`src/rtl/quad_updown_decoder_pkg.sv`:
```
// Shared constants for the quadrature up/down decoder: phase encodings,
// direction values and the next-phase helper used by the decode stage.
package quad_pkg;

  localparam int unsigned COUNT_W_DEF = 8;

  typedef enum logic [1:0] {
    PH0 = 2'b00,
    PH1 = 2'b10,
    PH2 = 2'b11,
    PH3 = 2'b01
  } phase_t;

  localparam logic DIR_UP = 1'b0;
  localparam logic DIR_DN = 1'b1;

  // Two edges fill the synchronizer and one more lets prev capture the
  // settled idle level, so none of these edges may count.
  localparam logic [1:0] STARTUP_EDGES = 2'd3;

  // Phase that follows ph when stepping up (A leads B).
  function automatic logic [1:0] next_up(input logic [1:0] ph);
    logic [1:0] nxt;
    nxt = PH0;
    case (ph)
      PH0:     nxt = PH1;
      PH1:     nxt = PH2;
      PH2:     nxt = PH3;
      default: nxt = PH0;
    endcase
    return nxt;
  endfunction

endpackage

```
`src/rtl/quad_updown_decoder_sync2.sv`:
```
// Two-flop synchronizer for a single asynchronous input bit.
module sync2 (
  input  logic clk,
  input  logic rst,
  input  logic d,
  output logic q
);

  logic meta;

  always_ff @(posedge clk or negedge rst) begin
    if (!rst) begin
      meta <= 1'b0;
      q    <= 1'b0;
    end else begin
      meta <= d;
      q    <= meta;
    end
  end

endmodule

```
`src/rtl/quad_updown_decoder.sv`:
```
// Quadrature decoder: synchronizes A/B, compares against the previous pair
// and drives a wrapping position counter with step/wrap/err pulses.
module quad_updown_decoder
  import quad_pkg::*;
#(
  parameter int unsigned COUNT_W = COUNT_W_DEF
) (
  input  logic               clk,
  input  logic               rst,
  input  logic               a_in,
  input  logic               b_in,
  input  logic               en,
  input  logic               clr,
  output logic [COUNT_W-1:0] count,
  output logic               dir,
  output logic               step,
  output logic               wrap,
  output logic               err
);

  logic       sa;
  logic       sb;
  logic [1:0] s;
  logic [1:0] prev;
  logic [1:0] start_cnt;
  logic       up_t;
  logic       dn_t;
  logic       bad_t;
  logic       warm;

  sync2 u_sync_a (.clk(clk), .rst(rst), .d(a_in), .q(sa));
  sync2 u_sync_b (.clk(clk), .rst(rst), .d(b_in), .q(sb));

  always_comb begin
    s     = {sa, sb};
    up_t  = (s == next_up(prev));
    dn_t  = (prev == next_up(s));
    bad_t = ((s ^ prev) == 2'b11);
    warm  = (start_cnt == STARTUP_EDGES);
  end

  always_ff @(posedge clk or negedge rst) begin
    if (!rst) begin
      prev      <= '0;
      start_cnt <= '0;
      count     <= '0;
      dir       <= DIR_UP;
      step      <= 1'b0;
      wrap      <= 1'b0;
      err       <= 1'b0;
    end else begin
      prev <= s;
      step <= 1'b0;
      wrap <= 1'b0;
      err  <= 1'b0;
      if (!warm) begin
        start_cnt <= start_cnt + 2'd1;
      end else begin
        err <= bad_t;
        if (clr) begin
          count <= '0;
        end else if (en && up_t) begin
          count <= count + COUNT_W'(1);
          dir   <= DIR_UP;
          step  <= 1'b1;
          wrap  <= (count == '1);
        end else if (en && dn_t) begin
          count <= count - COUNT_W'(1);
          dir   <= DIR_DN;
          step  <= 1'b1;
          wrap  <= (count == '0);
        end
      end
    end
  end

endmodule

```
`config.mk`:
```
export PLATFORM = sky130hd
export DESIGN_NAME = quad_updown_decoder
export DESIGN_NICKNAME = d
export VERILOG_FILES = /design/src/rtl/quad_updown_decoder_pkg.sv /design/src/rtl/quad_updown_decoder_sync2.sv /design/src/rtl/quad_updown_decoder.sv
export SDC_FILE = /design/constraint.sdc
export NUM_CORES = 1
export LEC_CHECK = 0
export CAP_MARGIN = 10
export CORE_UTILIZATION = 47
export DETAILED_ROUTE_END_ITERATION = 7
export GPL_ROUTABILITY_DRIVEN = 0
export HOLD_SLACK_MARGIN = 0.02
export PLACE_DENSITY = 0.74
export SYNTH_ARGS = -nofsm -noshare
export SYNTH_HDL_FRONTEND = slang
export SYNTH_SLANG_ARGS = --single-unit
```
`constraint.sdc`:
```
create_clock -name clk -period 2.4 [get_ports clk]
set_input_delay 0.72 -clock clk [delete_from_list [all_inputs] [get_ports clk]]
set_output_delay 0.72 -clock clk [all_outputs]
set_load 0.005 [all_outputs]
```
==> results_dict.tcl <==
set metrics [dict create \
    status "complete, no violations" \
    synthCells 100 \
    place_ws_ns -0.356 \
    vias 947 \
    worst_pin_slew_ns 0.299 \
    cp-startpoint "prev[1]" \
    setup_viol 0 \
    ant_nets 0 \
    power_switching_mw 0.333 \
    critical_path_required_ns 2.61 \
    root_buffer "clkbuf_4" \
    max_freq_mhz 439 \
    cts.sinks 20 \
    syn_area_mm2 0.00110 \
    slew_headroom 0.800 \
    drtPass1Iterations 4 \
    synthArstFlopShare 1.00 \
    crit_slowest_cell "dfrtp_1" \
    finalCriticalPeriod_ns 2.28 \
    seq_area_frac_synth 0.454 \
    diodes 0 \
    clk_pin_slew_ns 0.12 \
    endpoint "count[7]" \
    end_kind "flop" \
    reg2reg_depth 10 \
    syn_nets 114 \
    die_y_um 50.4 \
    syn_area_per_cell_um2 11.0 \
    placed_area_mm2 0.00141 \
    boundaryPins 18 \
    worst-setup-path-type "reg -> reg" \
    slew_violations 0 \
    finalCoreUtilization 0.694 \
    critPathArrivalTime_ns 2.48 \
    reg2reg_slack_ns 0.12 \
    synth_top_area_frac 0.454 \
    hold_class "reg -> reg" \
    core-area_mm2 0.00221 \
    nets 155 \
    synth.largest_area_cell "dfrtp_1" \
    layout-area-overhead-vs-synth_pct 39.3 \
    grt_max_degree 21 \
    io_buffers 17 \
    numCtsBuffers 3 \
    pwr-share-seq 0.373 \
    ys.warnings.count 0 \
    fillers 170 \
    synth_commonest_cells "dfrtp_1 (20), ha_1 (7), a21oi_1 (6), nor2_1 (6), inv_1 (5)" \
    rsz0062_at_grt "false" \
    crit_fanout 6 \
    grt-ovfl-total 0 \
    grt_pass1_wl_um 3950 \
    p_int_mw 0.769 \
    synth_most_common_cell "dfrtp_1" \
    initial_core_util 0.498 \
    die-width_um 50.4 \
    finalWorstSetupSlack_ns 0.125 \
    first_iter_violations 8 \
    timing.rr.end "count[7]" \
    p_leak_nw 0.709 \
    drive_above_1_share 0.314 \
    viasPerCell 5.64 \
    cts_tree "done" \
    swShare 0.302 \
    totalWireLength_um 2510 \
    drc_errors 0 \
    hold_viol_final 0 \
    die-area_mm2 0.00254 \
    drt-wirelength-per-cell_um 15.0 \
    yosys-top-cells-area "dfrtp_1 (45%), ha_1 (7.9%), o21ai_4 (3.0%), a21oi_1 (2.7%), a22o_1 (2.4%)" \
    combinationalPowerShare 0.375 \
    critPathLaunchType "flop" \
    htreeDepth 1 \
    ys_ff_latch 20 \
    cp_slowest_stage_delay_ns 0.43 \
    fin_crit_sh 0.948 \
    fin_area_mm2 0.00154 \
    synthFlopType "dfrtp_1" \
    skew_ns 0.00165 \
    synth_edf_count 0 \
    rows 17 \
    clockPowerShare 0.252 \
    rr_startpoint "prev[1]" \
    yosysUniqueCellTypes 39 \
    cap_violations 0 \
    antenna_found_initial 0 \
    power_density_mw_per_mm2 718 \
    grt_pass1_vias 877 \
    postCtsHoldBufs 0 \
    grt_use_total 0.215 \
    clk_latency_ns 0.31 \
    whs_ns 0.363 \
    irDropWorstVdd_uv 449 \
    post-dp-hpwl_um 1740 \
    critical_path.cell_chain "xor2_2, nor2_2, nand2_2, buf_4, ha_1, a21o_1, a31o_2, a21oi_2, a21oi_1, a211o_1" \
    clock_path_buffers 2 \
]
## worst min-delay path by stage
stage	from	to	depth (start not counted)
6_report	u_sync_b.meta	u_sync_b.q	0
3_3_place_gp	u_sync_a.meta	u_sync_a.q	0
4_1_cts	u_sync_a.meta	u_sync_a.q	0
2_1_floorplan	u_sync_a.meta	u_sync_a.q	0
3_5_place_dp	u_sync_a.meta	u_sync_a.q	0
5_1_grt	u_sync_b.meta	u_sync_b.q	0
## kinds of logic after synthesis
kind of cell	synth area share
buffers and inverters	0.0204
adder cells (fa/ha/maj)	0.0976
flip-flops	0.454
AND/OR/NAND/NOR	0.159
AO/OA/AOI/OAI	0.186
XOR/XNOR	0.0624
multiplexers	0.0204
## sequential cells by signal, summed over array words and instances (netlist names)
signal and flops:
prev 2, u_sync_a.meta 1, start_cnt 2, step 1, u_sync_a.q 1, wrap 1, u_sync_b.meta 1, u_sync_b.q 1
count 8, err 1, dir 1
## critical path: cells and delay by family, from the launching register on
family / cells / cell delay [ns]
AOI/OAI and AO/OA: 5 / 0.86
DFF: 1 / 0.43
buffers and inverters: 1 / 0.16
and+or+nand+nor: 2 / 0.25
xor gates and xnor gates: 1 / 0.20
adders and majority gates: 1 / 0.28
## final cells by class
type                       instances  area (um2)  share of cell area
multi-input combinational         74         609               0.397
timing repair buffer              36         315               0.205
tap                               28        35.0              0.0228
clock buffer                       3        22.5              0.0147
sequential                        20         500               0.326
clock inverter                     1        30.0              0.0196
inverter                           6        22.5              0.0147
## through the flow
stage	TNS (ns)	instances	total power, mW
floorplan	0	100	0.609
global placement	-1.25	159	0.766
detailed placement	-1.32	159	0.779
CTS	0	163	1.07
global route	0	168	1.16
finish	0	168	1.10
## metal layers
layer | GRT usage | up-vias | share of wire
li1 | - | 442 | -
met2 | 0.344 | 25 | 0.51
met5 | 0 | - | 0
met4 | 0.106 | 0 | 0.017
met3 | 0.0424 | 4 | 0.037
met1 | 0.277 | 476 | 0.44
## what timing repair did
item / in CTS / in global routing
setup buffers: 0 / 5
endpoints found under the setup margin: 2 / 4
pin swaps: 1 / 3
gates resized for setup: 3 / 6
## cells in the final DEF (no fill, tap or decap), types with 3 or more instances in the layout
cell / instances
a21oi_1: 3
a21oi_2: 4
a22o_1: 3
buf_4: 19
clkbuf_4: 3
clkdlybuf4s50_1: 16
dfrtp_1: 20
ha_1: 6
inv_1: 5
nand2_1: 3
nand2b_1: 3
nand3_1: 3
nand4_1: 3
nor2_1: 6
xnor2_1: 3
xor2_1: 3
## power groups by stage
stage	Sequential (mW)	Combinational (mW)	Clock, mW
after global routing	0.414	0.450	0.298
final	0.411	0.413	0.278
after floorplan	0.409	0.200	0
after global placement	0.414	0.352	0
after detailed placement	0.416	0.363	0
after CTS	0.409	0.376	0.285
(Power assumes the default switching activity.)
